--- config.mk ---
export PLATFORM = sky130hd
export DESIGN_NAME = control_fsm_flat
export DESIGN_NICKNAME = d
export VERILOG_FILES = /design/src/rtl/control_fsm_if.sv /design/src/rtl/control_fsm.sv /design/src/flat_wrapper.sv
export SDC_FILE = /design/constraint.sdc
export NUM_CORES = 1
export LEC_CHECK = 0
export CAP_MARGIN = 20
export CORE_UTILIZATION = 56
export DETAILED_ROUTE_END_ITERATION = 12
export PLACE_DENSITY_LB_ADDON = 0.05
export SLEW_MARGIN = 0
export SYNTH_ARGS = -nofsm -noshare
export SYNTH_HDL_FRONTEND = slang
export SYNTH_SLANG_ARGS = --single-unit
--- constraint.sdc ---
create_clock -name clk -period 5.65 [get_ports clk]
set_input_delay 0.565 -clock clk [delete_from_list [all_inputs] [get_ports clk]]
set_output_delay 0.565 -clock clk [all_outputs]
set_load 0.005 [all_outputs]
--- src/rtl/control_fsm_if.sv ---
// ---------------------------------------------------------------------------
// control_fsm_if
//
// Bundle of every signal between the instruction-sequencing controller and
// the processor datapath. The controller is the master: it drives the
// load/mux/ALU strobes, the memory write enable and the multiplier request,
// and it publishes its status (halted, err, instr_count). The datapath is
// the slave: it returns the current opcode, the accumulator-zero flag and
// the multiplier completion level.
//
// Parameters
//   CNT_W        width of instr_count, must match the controller's CNT_W
//
// Signals (direction seen from the master / controller)
//   opcode       in   8      IR[7:0] from datapath
//   zflag        in   1      accumulator-zero flag
//   mullDone     in   1      multiplier completion, level
//   muxPC        out  1      1: PC<=IR branch target; 0: PC<=PC+1
//   muxMAR       out  1      1: MAR<=PC; 0: MAR<=IR[15:8]
//   muxACC       out  1      1: ACC<=MDR; 0: ACC<=ALU result
//   loadPC       out  1      PC load strobe
//   loadMAR      out  1      MAR load strobe
//   loadMDR      out  1      MDR<=MemQ strobe
//   loadIR       out  1      IR<=MDR strobe
//   loadACC      out  1      ACC load strobe
//   opALU        out  1      ALU select: 0 ADD, 1 SUB
//   mullACC      out  1      multiplier run request
//   MemW         out  1      memory write enable
//   halted       out  1      high while halted
//   err          out  1      sticky multiplier-timeout flag
//   instr_count  out  CNT_W  retired-instruction count
// ---------------------------------------------------------------------------
interface control_fsm_if #(
  parameter int CNT_W = 16
) ();

  // Datapath -> controller
  logic [7:0]       opcode;
  logic             zflag;
  logic             mullDone;

  // Controller -> datapath strobes
  logic             muxPC;
  logic             muxMAR;
  logic             muxACC;
  logic             loadPC;
  logic             loadMAR;
  logic             loadMDR;
  logic             loadIR;
  logic             loadACC;
  logic             opALU;
  logic             mullACC;
  logic             MemW;

  // Controller status
  logic             halted;
  logic             err;
  logic [CNT_W-1:0] instr_count;

  modport master (
    input  opcode, zflag, mullDone,
    output muxPC, muxMAR, muxACC,
    output loadPC, loadMAR, loadMDR, loadIR, loadACC,
    output opALU, mullACC, MemW,
    output halted, err, instr_count
  );

  modport slave (
    output opcode, zflag, mullDone,
    input  muxPC, muxMAR, muxACC,
    input  loadPC, loadMAR, loadMDR, loadIR, loadACC,
    input  opALU, mullACC, MemW,
    input  halted, err, instr_count
  );

endinterface : control_fsm_if

--- src/rtl/control_fsm.sv ---
// ---------------------------------------------------------------------------
// control_fsm
//
// Multi-cycle instruction sequencer for the accumulator datapath. Walks each
// instruction through fetch, decode and execute states and drives the
// datapath strobes for every cycle. All strobes are registered Moore
// outputs: they are decoded from the next state and loaded on the same edge
// as the state register, so each strobe is glitch-free and valid for the
// whole cycle the state is occupied.
//
// Instruction latency (S_FETCH0 entry to next S_FETCH0 entry):
//   NOP / undefined / JMPZ not taken : 4
//   JUMP / JMPZ taken                : 5
//   STORE                            : 6
//   LOAD / ADD / SUB                 : 7
//   MUL2                             : 4 + cycles spent in S_MUL
//
// Parameters
//   MUL_TIMEOUT  max S_MUL cycles waited for mullDone before error halt (>=1)
//   CNT_W        width of the retired-instruction counter
//
// Ports
//   clk          in   system clock, all state on rising edge
//   rst          in   asynchronous active-high reset
//   dp           master side of control_fsm_if (opcode/zflag/mullDone in,
//                strobes, halted, err and instr_count out)
// ---------------------------------------------------------------------------
module control_fsm #(
  parameter int MUL_TIMEOUT = 16,
  parameter int CNT_W       = 16
) (
  input  logic          clk,
  input  logic          rst,
  control_fsm_if.master dp
);

  // Wide enough to hold MUL_TIMEOUT itself.
  localparam int MCW = $clog2(MUL_TIMEOUT + 1);
  localparam logic [MCW-1:0] MUL_LAST = MCW'(MUL_TIMEOUT - 1);

  // -------------------------------------------------------------------------
  // Opcode map (IR[7:0]); any value not listed executes as NOP.
  // -------------------------------------------------------------------------
  localparam logic [7:0] OP_NOP   = 8'h00;
  localparam logic [7:0] OP_LOAD  = 8'h01;
  localparam logic [7:0] OP_STORE = 8'h02;
  localparam logic [7:0] OP_ADD   = 8'h03;
  localparam logic [7:0] OP_SUB   = 8'h04;
  localparam logic [7:0] OP_JUMP  = 8'h05;
  localparam logic [7:0] OP_JMPZ  = 8'h06;
  localparam logic [7:0] OP_MUL2  = 8'h07;
  localparam logic [7:0] OP_HALT  = 8'h08;

  typedef enum logic [3:0] {
    S_FETCH0,
    S_FETCH1,
    S_FETCH2,
    S_DECODE,
    S_RD0,
    S_RD1,
    S_RD2,
    S_ST0,
    S_ST1,
    S_JMP,
    S_MUL,
    S_HALT
  } state_t;

  // One record for every per-cycle datapath control; err lives apart
  // because it is sticky rather than decoded from the state.
  typedef struct packed {
    logic muxPC;
    logic muxMAR;
    logic muxACC;
    logic loadPC;
    logic loadMAR;
    logic loadMDR;
    logic loadIR;
    logic loadACC;
    logic opALU;
    logic mullACC;
    logic MemW;
    logic halted;
  } ctl_t;

  // -------------------------------------------------------------------------
  // State
  // -------------------------------------------------------------------------
  state_t           r_state;
  logic             r_boot;      // first edge after reset re-enters S_FETCH0
  logic [7:0]       r_op;        // opcode captured when leaving S_DECODE
  logic [MCW-1:0]   r_mul_cnt;   // completed S_MUL cycles of this MUL2
  ctl_t             r_ctl;
  logic             r_err;
  logic [CNT_W-1:0] r_count;

  state_t           w_next;
  ctl_t             w_ctl;
  logic             w_retire;    // this edge enters S_FETCH0 after an instruction
  logic             w_timeout;   // this edge gives up on the multiplier

  // -------------------------------------------------------------------------
  // Next-state logic
  //
  // Reset parks the machine in S_FETCH0 with every strobe low. Because the
  // strobes are decoded from the next state, the S_FETCH0 strobes only
  // appear once an edge *enters* S_FETCH0; r_boot makes the first edge after
  // reset do exactly that, without counting it as a retired instruction.
  // -------------------------------------------------------------------------
  always_comb begin
    // NOTE: every signal written here gets a value before any branch, so no
    // path leaves it unassigned and no latch is inferred.
    w_next    = r_state;
    w_retire  = 1'b0;
    w_timeout = 1'b0;

    if (r_boot) begin
      w_next = S_FETCH0;
    end else begin
      case (r_state)
        S_FETCH0: w_next = S_FETCH1;
        S_FETCH1: w_next = S_FETCH2;
        S_FETCH2: w_next = S_DECODE;

        // IR is valid here; zflag is only ever looked at in this state.
        S_DECODE: begin
          case (dp.opcode)
            OP_LOAD, OP_ADD, OP_SUB: w_next = S_RD0;
            OP_STORE:                w_next = S_ST0;
            OP_JUMP:                 w_next = S_JMP;
            OP_JMPZ: begin
              if (dp.zflag) begin
                w_next = S_JMP;
              end else begin
                w_next   = S_FETCH0;
                w_retire = 1'b1;
              end
            end
            OP_MUL2:                 w_next = S_MUL;
            OP_HALT:                 w_next = S_HALT;
            default: begin           // OP_NOP and every undefined opcode
              w_next   = S_FETCH0;
              w_retire = 1'b1;
            end
          endcase
        end

        S_RD0: w_next = S_RD1;
        S_RD1: w_next = S_RD2;

        S_RD2, S_ST1, S_JMP: begin
          w_next   = S_FETCH0;
          w_retire = 1'b1;
        end

        S_ST0: w_next = S_ST1;

        // Completion wins over timeout when both land on the last cycle.
        S_MUL: begin
          if (dp.mullDone) begin
            w_next   = S_FETCH0;
            w_retire = 1'b1;
          end else if (r_mul_cnt == MUL_LAST) begin
            w_next    = S_HALT;
            w_timeout = 1'b1;
          end
        end

        S_HALT: w_next = S_HALT;

        // Unused encodings recover to a fresh fetch.
        default: w_next = S_FETCH0;
      endcase
    end
  end

  // -------------------------------------------------------------------------
  // Output decode from the next state. Execute strobes in S_RD2 use the
  // opcode captured at decode, so IR changing mid-instruction is harmless.
  // -------------------------------------------------------------------------
  always_comb begin
    w_ctl = '0;
    case (w_next)
      S_FETCH0: begin
        w_ctl.loadMAR = 1'b1;
        w_ctl.muxMAR  = 1'b1;             // MAR <= PC
      end
      S_FETCH1: begin
        w_ctl.loadMDR = 1'b1;
        w_ctl.loadPC  = 1'b1;             // muxPC=0: PC <= PC+1
      end
      S_FETCH2: w_ctl.loadIR  = 1'b1;
      S_RD0:    w_ctl.loadMAR = 1'b1;     // muxMAR=0: MAR <= IR[15:8]
      S_RD1:    w_ctl.loadMDR = 1'b1;
      S_RD2: begin
        w_ctl.loadACC = 1'b1;
        w_ctl.muxACC  = (r_op == OP_LOAD);
        w_ctl.opALU   = (r_op == OP_SUB);
      end
      S_ST0:    w_ctl.loadMAR = 1'b1;
      S_ST1:    w_ctl.MemW    = 1'b1;
      S_JMP: begin
        w_ctl.loadPC  = 1'b1;
        w_ctl.muxPC   = 1'b1;
      end
      S_MUL:    w_ctl.mullACC = 1'b1;
      S_HALT:   w_ctl.halted  = 1'b1;
      default:  w_ctl = '0;               // S_DECODE: no strobes
    endcase
  end

  // -------------------------------------------------------------------------
  // Registers
  // -------------------------------------------------------------------------
  always_ff @(posedge clk or posedge rst) begin
    if (rst) begin
      r_state   <= S_FETCH0;
      r_boot    <= 1'b1;
      r_op      <= OP_NOP;
      r_mul_cnt <= '0;
      r_ctl     <= '0;
      r_err     <= 1'b0;
      r_count   <= '0;
    end else begin
      // NOTE: non-blocking assignments so every register here samples the
      // values from before this edge, independent of statement order.
      r_state <= w_next;
      r_boot  <= 1'b0;
      r_ctl   <= w_ctl;

      if (r_state == S_DECODE) begin
        r_op <= dp.opcode;
      end

      // Held at zero outside S_MUL, which also clears it on every entry.
      if (r_state == S_MUL) begin
        r_mul_cnt <= r_mul_cnt + 1'b1;
      end else begin
        r_mul_cnt <= '0;
      end

      if (w_timeout) begin
        r_err <= 1'b1;
      end

      // Wraps modulo 2^CNT_W.
      if (w_retire) begin
        r_count <= r_count + 1'b1;
      end
    end
  end

  // -------------------------------------------------------------------------
  // Outputs
  // -------------------------------------------------------------------------
  assign dp.muxPC       = r_ctl.muxPC;
  assign dp.muxMAR      = r_ctl.muxMAR;
  assign dp.muxACC      = r_ctl.muxACC;
  assign dp.loadPC      = r_ctl.loadPC;
  assign dp.loadMAR     = r_ctl.loadMAR;
  assign dp.loadMDR     = r_ctl.loadMDR;
  assign dp.loadIR      = r_ctl.loadIR;
  assign dp.loadACC     = r_ctl.loadACC;
  assign dp.opALU       = r_ctl.opALU;
  assign dp.mullACC     = r_ctl.mullACC;
  assign dp.MemW        = r_ctl.MemW;
  assign dp.halted      = r_ctl.halted;
  assign dp.err         = r_err;
  assign dp.instr_count = r_count;

endmodule : control_fsm

--- src/flat_wrapper.sv ---
// flat-port wrapper written by rule: the top's interface ports become plain ports
module control_fsm_flat 
#(
  parameter int MUL_TIMEOUT = 16,
  parameter int CNT_W       = 16
)
  (clk, rst, dp_opcode, dp_zflag, dp_mullDone, dp_muxPC, dp_muxMAR, dp_muxACC, dp_loadPC, dp_loadMAR, dp_loadMDR, dp_loadIR, dp_loadACC, dp_opALU, dp_mullACC, dp_MemW, dp_halted, dp_err, dp_instr_count);
  control_fsm_if #(.CNT_W(CNT_W)) dp_i ();
  input  logic clk;
  input  logic rst;
  input wire logic [$bits(dp_i.opcode)-1:0] dp_opcode;
  input wire logic [$bits(dp_i.zflag)-1:0] dp_zflag;
  input wire logic [$bits(dp_i.mullDone)-1:0] dp_mullDone;
  output wire logic [$bits(dp_i.muxPC)-1:0] dp_muxPC;
  output wire logic [$bits(dp_i.muxMAR)-1:0] dp_muxMAR;
  output wire logic [$bits(dp_i.muxACC)-1:0] dp_muxACC;
  output wire logic [$bits(dp_i.loadPC)-1:0] dp_loadPC;
  output wire logic [$bits(dp_i.loadMAR)-1:0] dp_loadMAR;
  output wire logic [$bits(dp_i.loadMDR)-1:0] dp_loadMDR;
  output wire logic [$bits(dp_i.loadIR)-1:0] dp_loadIR;
  output wire logic [$bits(dp_i.loadACC)-1:0] dp_loadACC;
  output wire logic [$bits(dp_i.opALU)-1:0] dp_opALU;
  output wire logic [$bits(dp_i.mullACC)-1:0] dp_mullACC;
  output wire logic [$bits(dp_i.MemW)-1:0] dp_MemW;
  output wire logic [$bits(dp_i.halted)-1:0] dp_halted;
  output wire logic [$bits(dp_i.err)-1:0] dp_err;
  output wire logic [$bits(dp_i.instr_count)-1:0] dp_instr_count;
  assign dp_i.opcode = dp_opcode;
  assign dp_i.zflag = dp_zflag;
  assign dp_i.mullDone = dp_mullDone;
  assign dp_muxPC = dp_i.muxPC;
  assign dp_muxMAR = dp_i.muxMAR;
  assign dp_muxACC = dp_i.muxACC;
  assign dp_loadPC = dp_i.loadPC;
  assign dp_loadMAR = dp_i.loadMAR;
  assign dp_loadMDR = dp_i.loadMDR;
  assign dp_loadIR = dp_i.loadIR;
  assign dp_loadACC = dp_i.loadACC;
  assign dp_opALU = dp_i.opALU;
  assign dp_mullACC = dp_i.mullACC;
  assign dp_MemW = dp_i.MemW;
  assign dp_halted = dp_i.halted;
  assign dp_err = dp_i.err;
  assign dp_instr_count = dp_i.instr_count;
  control_fsm #(.MUL_TIMEOUT(MUL_TIMEOUT), .CNT_W(CNT_W)) u_core (.clk(clk), .rst(rst), .dp(dp_i));
endmodule
---- Word-level counts from Yosys, hierarchy flattened ----
Index checks and enable logic that the tools add are counted.
cells by class
  $add $sub $neg .......................... 2
  multipliers ............................. 0
  divide/modulo/power cells ............... 0
  magnitude comparators ................... 0
  equality and inequality tests ........... 32
  shift-type cells ........................ 0
  mux-type cells .......................... 27
  bitwise logic cells ..................... 0
  reduce and logical (&&, ||, !) cells .... 8
operators by type and width
  cell                   number
  $eq 8x3->1 const B     5
  $pmux 4 s9             1
  $eq 4x3->1 const B     8
  $eq 4x4->1 const B     8
  $pmux 4 s6             1
  $mux 1                 17
  $add 16x1->16 const B  1
  $eq 8x1->1 const B     2
  $eq 8x2->1 const B     2
  $mux 4                 4
  $eq 4x2->1 const B     3
  $reduce_or 3->1        3
  $eq 4x1->1 const B     2
  $eq 8x4->1 const B     1
  $logic_not 4->1        2
  $reduce_or 7->1        1
  $add 5x1->5 const B    1
  $eq 5x4->1 const B     1
  $mux 5                 1
  $reduce_or 2->1        2
  $pmux 1 s3             1
  $mux 2                 1
  $pmux 1 s2             1
word-level totals
  flip-flop bits (word level) ............. 47
  bits in latches ......................... 0
  memory bits (writable) .................. 0
  ROM bits ................................ 0
  word-level logic and storage cells ...... 87
  memories kept ........................... 0

---- Logic depth before layout (Yosys ltp) ----
Gate-level depths: netlist of run 1.
  word-level depth ........................ 8
  depth in mapped cells ................... 9
  depth with buffers taken out ............ 8

---- Worst setup path after synthesis of run 1 ----
OpenSTA, ideal clock, no wires.
  path type ............................... input port to flip-flop
  start ................................... in dp_opcode[7]
  end ..................................... reg u_core.r_count[12] (netlist: u_core.dp.instr_count[12])
  arrival time ............................ 2.143 ns
  data required time ...................... 5.511 ns
  slack ................................... 3.368 ns
  cell stages on the path ................. 6
  path buffers ............................ 1
  cell sequence ........................... or4_1 o41a_1 a211oi_4 buf_6 nor4b_1 xor2_1
on the way
  word-level cells in the longest chain between the ends .. 5
  elaborated cells on any way between the ends .. 12
  those cells by class .................... eq/ne: 8; mux: 3; reduce/logical: 1
RTL lines
  what                                RTL line            text
  from (decl)                         flat_wrapper.sv:11  input wire logic [$bits(dp_i.opcode)-1:0] dp_opcode;
  $eq 8x1->1 (tied with other cells)  control_fsm.sv:127  case (dp.opcode)
  $reduce_or 7->1 (no line)           -
  $pmux 1 s2 (*)                      control_fsm.sv:127
  $pmux 1 s3 (*)                      control_fsm.sv:120  case (r_state)
  $mux 1 (*)                          control_fsm.sv:117  if (r_boot) begin
  to (signal assigned)                control_fsm.sv:248  r_count <= r_count + 1'b1;
  to (decl)                           control_fsm.sv:95   logic [CNT_W-1:0] r_count;
Every way passes the cells marked *; elsewhere a longest branch is shown, timed or not.
A chain may end at the register's enable or synchronous reset.

---- Final worst setup path of run 1 ----
  start ................................... in dp_opcode[7]
  end ..................................... reg u_core.r_count[1] (netlist: u_core.dp.instr_count[1])
Same word-level chain as after synthesis.

==> results of run 1 <==
## worst max path at each step
stage / endpoint / slack (ns) / cells after the start
after floorplan: u_core.dp.instr_count[12]$_DFFE_PP0P_ / 3.37 / 6
after global placement: u_core.dp.instr_count[1]$_DFFE_PP0P_ / 2.65 / 6
after detailed placement: u_core.dp.instr_count[1]$_DFFE_PP0P_ / 2.58 / 6
after CTS: u_core.dp.instr_count[1]$_DFFE_PP0P_ / 2.90 / 6
after global routing: u_core.dp.instr_count[1]$_DFFE_PP0P_ / 2.81 / 6
final: u_core.dp.instr_count[1]$_DFFE_PP0P_ / 2.94 / 6
## report_power, final
group / internal (W) / switching, W
registers: 0.000381 / 0.0000330
logic: 0.0000806 / 0.0000605
clock network: 0.0000999 / 0.000111
total: 0.000562 / 0.000205
## cell usage in the layout (no fill, tap or decap), types with 8 or more instances in the layout
cell type        count
nand2_1              9
mux2_2               8
nor3_1              10
xor2_1              15
nor4_1              11
clkdlybuf4s50_1     40
dfrtp_1             46
nor2_1              13
## metal layers
layer | routed length (microns) | share of wire (%) | GRT usage, % | vias to the layer above
li1 | - | - | - | 813
met1 | 1890 | 46 | 30.5 | 803
met2 | 2030 | 49 | 33.3 | 51
met3 | 177 | 4.3 | 5.69 | 4
met4 | 28 | 0.68 | 5.16 | 0
met5 | 0 | 0 | 0 | -
## cells by family after synthesis
group	Yosys count	synth area share [%]
flops	47	51.6
compound gates	23	8.45
simple gates	88	23.0
xor+xnor	19	7.30
other cells	1	0.164
buf+inv	18	3.40
fa+ha+maj	3	1.65
mux	9	4.44
## cell type report
type                       instances  area share, %
inverter                           6          0.806
multi-input combinational        143           36.7
timing repair buffer              41           14.6
sequential                        47           42.2
clock inverter                     2          0.582
tap                               48           2.15
clock buffer                       6           2.96
## stage by stage
step	area (sq um)	hold WS, ns	utilization (%)
finish	2790	0.469	74.1
global route	2790	0.492	74.1
CTS	2790	0.474	74.1
detailed placement	2690	0.454	71.4
global placement	2690	0.449	71.4
floorplan	2280	0.433	-
## sequential cells by signal, indices dropped and copies added, names as in the netlist
| signal | count |
|---|---|
| u_core.dp.instr_count | 16 |
| u_core.r_op | 8 |
| u_core.r_mul_cnt | 5 |
| u_core.r_state | 4 |
| u_core.dp.MemW | 1 |
| u_core.dp.err | 1 |
| u_core.dp.halted | 1 |
| u_core.dp.loadACC | 1 |
| u_core.dp.loadIR | 1 |
| u_core.dp.loadMAR | 1 |
| u_core.dp.loadMDR | 1 |
| u_core.dp.loadPC | 1 |
| u_core.dp.mullACC | 1 |
| u_core.dp.muxACC | 1 |
| u_core.dp.muxMAR | 1 |
| u_core.dp.muxPC | 1 |
| u_core.dp.opALU | 1 |
| u_core.r_boot | 1 |
==> run_results.csv, run 1 <==
group,metric,value,unit
critical_path,critPathMaxFanout,15,
timing,tightest_slew,0.595,ns
yosys,syn_avg_cell_area,11.0,sq um
die,dieArea,4330,sq um
timing,max_freq,0.369,GHz
die,num_rows,22,
outcome,outcome,"finished clean",
timing,setup_ws,2.94,ns
critical_path,crit_buf_inv,1,
clocking,postCtsSetupRepairBufs,0,
placed_design,place.gp.congestion,0.776,
critical_path,worst-setup-path-type,"in2reg",
timing,hold_violations,0,
clocking,clk_latency,0.30,ns
critical_path,rr_worst_depth,5,
yosys,syn_inst,208,
timing,relSlewSlack,60.2,%
yosys,synth_cell_types,51,
critical_path,arrival,2.89,ns
yosys,ys_seq_area_share,51.6,%
yosys,synthFlopType,"dfrtp_1",
die,core_area,3770,sq um
route,drtIter0Drc,64,
route,route.detailed.drc,0,
clocking,cts_made_buffers,5,
placed_design,place_inst,285,
die,fp.dieW,65.8,microns
min_path,min_path_cells,1,
min_path,hold_class,"reg2reg",
yosys,ys_top_cells_by_area,"dfrtp_1 (50%), xor2_1 (5.8%), mux2_2 (3.9%), nor4_1 (3.0%), nor4b_1 (2.3%)",
global_routing,grt_pass1_wl,7.12,mm
yosys,synth-edff-count,0,
placed_design,port_buffers,40,
critical_path,slowest_stage,"or4_1",
timing,skew,0.00544,ns
yosys,syn_area,2280,sq um
clocking,cts_tree,"yes",
final_layout,finalNonFillerCells,293,
critical_path,r2r_end,"u_core.dp.muxACC$_DFF_PP0_",
critical_path,crit_chain,"clkdlybuf4s50_1 > or4_1 > o41a_1 > a211oi_4 > nor2_2 > mux2_1",
power,p_total,0.000766,W
global_routing,grt_pass1_vias,1541,
power,leakagePower,1.21,nW
clocking,clk_pin_slew,0.08,ns
timing,period_share,48.0,%
run,cap_viol_max_count,0,
critical_path,critPathLaunchType,"primary input",
yosys,yosys.area.top_type_share,50.5,%
route,first_pass_iters,4,
critical_path,required,5.83,ns
yosys,ys_seq_elements,47,
die,ios,41,
clocking,htree_levels,2,
final_layout,final-seq-area,1180,sq um
critical_path,cp-end-kind,"register",
yosys,ys_warn_count,0,
global_routing,antenna_found_initial,0,
yosys,synth_fp_nets,223,
global_routing,grt_max_degree,48,
critical_path,worstReg2RegStart,"u_core.r_state[3]$_DFF_PP0_",
die,die_h,65.8,microns
yosys,yosysMostFrequentCell,"dfrtp_1",
final_layout,fin_nets,259,
power,peakVddDrop,0.000211,V
critical_path,crit_family,"compound AO/OA/AOI/OAI gates",
yosys,yosysTopAreaCell,"dfrtp_1",
final_layout,fillers,265,
timing,post-route-min-period,2.71,ns
clocking,cts_resized,0,
critical_path,slowest_delay,0.55,ns
timing,report.final.slew_viol_count,0,
global_routing,grtUsageTotal,21.6,%
min_path,holdPathEnd,"u_core.r_mul_cnt[0]$_DFF_PP0_",
route,route.vias.total,1671,
placed_design,post-dp-hpwl,3.03,mm
final_layout,diodes,0,
clocking,root_buffer,"clkbuf_8",
final_layout,multiInputGateArea,1030,sq um
clocking,clkSinkCount,47,
timing,finalSetupViolations,0,
power,power.density,274,nW/um^2
clocking,holdBufCountCts,0,
final_layout,syn2layout_area_growth,22.4,%
min_path,worstHoldStart,"u_core.r_mul_cnt[0]$_DFF_PP0_",
timing,rsz0062_at_grt,"no",
yosys,async_flop_share,100,%
critical_path,r2r_slack,3.44,ns
route,routed_wl,4.13,mm
global_routing,globalRouteOverflowTotal,0,
yosys,ys_top_cells_by_count,"dfrtp_1 (46), xor2_1 (15), nor2_1 (13)",
die,start_util,60.5,%
timing,fin_tns_setup,0,ns
final_layout,final_layout_size_suffix_gt1_share,8.98,%
route,final_antenna_net_count,0,
route,vias_per_cell,5.70,
placed_design,pre_cts_slack,2.58,ns
critical_path,worstSetupStartpoint,"dp_opcode[7]",
route,wire_per_inst,14.1,microns
clocking,clockBufferDepth,2,
Power figures use the tool's default switching activity.
==> inputs of run 2 (changes only) <==
CORE_UTILIZATION = 47   (was 56)
clock period = 2.4 ns   (was 5.65 ns; I/O delays follow)
==> run 2 against run 1 <==
Against the previous run:
- register-to-register slack got worse by 3.2 ns
- cell count increased by 4.8%
- sequential power increased by 140%
- clock skew is 0.0017 ns higher
- sequential cell count unchanged
- critical path depth did not move
- die area up 19%
- power up 130%
- clock power grew 120%
- non-clock buffer count is 10 higher
- clock-buffer cell count stayed put
- sequential share of layout area is 1.2 points lower
- critical path type unchanged
- critical endpoint unchanged
- largest cell class unchanged
==> run_results.csv, run 2 (synthesis results as in run 1) <==
group,metric,value,unit
critical_path,worst-setup-path-type,"in2reg",
route,drtIter0Drc,81,
die,die_h,71.7,microns
placed_design,pre_cts_slack,-0.0952,ns
critical_path,critPathMaxFanout,3,
critical_path,worstSetupStartpoint,"dp_opcode[7]",
final_layout,fin_nets,269,
timing,hold_violations,0,
die,dieArea,5140,sq um
final_layout,mostFrequentLayoutCells,"dfrtp_1 (46), clkdlybuf4s50_1 (40), xor2_1 (15)",
global_routing,grt_pass1_wl,8.02,mm
critical_path,arrival,2.37,ns
timing,period_share,91.0,%
clocking,root_buffer,"clkbuf_8",
min_path,hold_class,"in2async",
clocking,clk_pin_slew,0.08,ns
critical_path,crit_chain,"clkdlybuf4s50_1 > or4_1 > o41a_1 > a211oi_4 > nor2_2 > mux2_1",
clocking,cts_tree,"yes",
global_routing,grtUsageTotal,20.1,%
timing,rsz0062_at_grt,"no",
critical_path,required,2.58,ns
placed_design,place.gp.congestion,0.877,
global_routing,globalRouteOverflowTotal,0,
clocking,cts_made_buffers,5,
global_routing,antenna_found_initial,0,
timing,relSlewSlack,59.3,%
timing,setup_ws,0.217,ns
final_layout,final_layout_size_suffix_gt1_share,12.2,%
final_layout,syn2layout_area_growth,25.9,%
die,ios,41,
placed_design,placed_area,2790,sq um
power,leakagePower,1.26,nW
power,p_total,0.00179,W
route,vias_per_cell,5.66,
clocking,clockBufferDepth,2,
critical_path,slowest_stage,"or4_1",
clocking,clkSinkCount,47,
clocking,htree_levels,2,
die,core_area,4500,sq um
final_layout,largest_register_ffs,16,
clocking,holdBufCountCts,0,
clocking,postCtsSetupRepairBufs,0,
timing,post-route-min-period,2.18,ns
critical_path,critPathLaunchType,"primary input",
placed_design,port_buffers,40,
timing,tightest_slew,0.605,ns
power,peakVddDrop,0.000415,V
route,wire_per_inst,15.6,microns
global_routing,grt_pass1_vias,1739,
timing,whs,0.379,ns
critical_path,cp-end-kind,"register",
placed_design,post-dp-hpwl,3.51,mm
route,first_pass_iters,4,
final_layout,diodes,0,
die,fp.dieW,71.7,microns
global_routing,grt_max_degree,48,
final_layout,post-route-cell-area,2870,sq um
route,routed_wl,4.80,mm
run,cap_viol_max_count,0,
die,num_rows,24,
timing,finalSetupViolations,0,
timing,max_freq,0.458,GHz
clocking,clk_latency,0.30,ns
route,route.detailed.drc,0,
route,route.vias.total,1737,
clocking,cts_resized,0,
timing,skew,0.00717,ns
outcome,outcome,"finished clean",
power,power.density,624,nW/um^2
final_layout,final_common_cell,"dfrtp_1",
route,final_antenna_net_count,0,
critical_path,slowest_delay,0.57,ns
die,start_util,50.6,%
critical_path,worstReg2RegStart,"u_core.r_mul_cnt[0]$_DFF_PP0_",
timing,report.final.slew_viol_count,0,
==> run 2: layer usage <==
metal | track usage (%) | vias to the layer above | wire length (microns)
met1 | 25.5 | 863 | 2130
met5 | 0 | - | 0
met2 | 34.1 | 39 | 2460
met4 | 5.88 | 0 | 51
li1 | - | 830 | -
met3 | 4.92 | 5 | 157
==> run 2: critical path, delay by kind of cell <==
family	cells	cell delay [ns]
AOI/OAI and AO/OA	2	0.70
muxes	1	0.32
and+or+nand+nor	2	0.66
buffers and inverters	1	0.44
==> run 2: layout make-up <==
class,instances,area (sq um)
fillers,366,1630
flip-flops and latches,47,1180
multi-input cells,143,1030
repair buffers,51,495
clock buffers,6,72.6
well taps,52,65.1
inverters,6,22.5
clock inverters,2,12.5
==> run 2: final timing paths <==
check	to	slack (ns)	cells after the start
max in group asynchronous	u_core.r_boot$_DFF_PP1_	1.63	3
hold reg to reg	u_core.r_mul_cnt[0]$_DFF_PP0_	0.47	1
setup reg to reg	u_core.dp.loadPC$_DFF_PP0_	0.28	8
hold / removal	u_core.dp.halted$_DFF_PP0_	0.38	3
setup / recovery	u_core.dp.instr_count[1]$_DFFE_PP0P_	0.22	6
min in group clk	u_core.r_mul_cnt[0]$_DFF_PP0_	0.47	1
==> run 2: power breakdown <==
| part | internal (W) | total [W] | switching, W |
|---|---|---|---|
| Sequential | 0.000897 | 0.000974 | 0.0000770 |
| Clock | 0.000204 | 0.000470 | 0.000266 |
| Combinational | 0.000200 | 0.000348 | 0.000148 |
| Total | 0.00130 | 0.00179 | 0.000491 |
==> run 2: through the flow <==
stage | util [%] | setup TNS, ns | cells
final | 63.7 | 0 | 307
after floorplan | - | 0 | 208
after global routing | 63.7 | 0 | 307
after CTS | 63.7 | 0 | 307
after detailed placement | 61.9 | -1.02 | 299
after global placement | 61.9 | -0.592 | 299
==> inputs of run 3 (changes only) <==
CTS_CLUSTER_DIAMETER = 80   (was default)
==> results of run 3 <==
No change in the layout: final DEF, timing and power equal those of run 2.
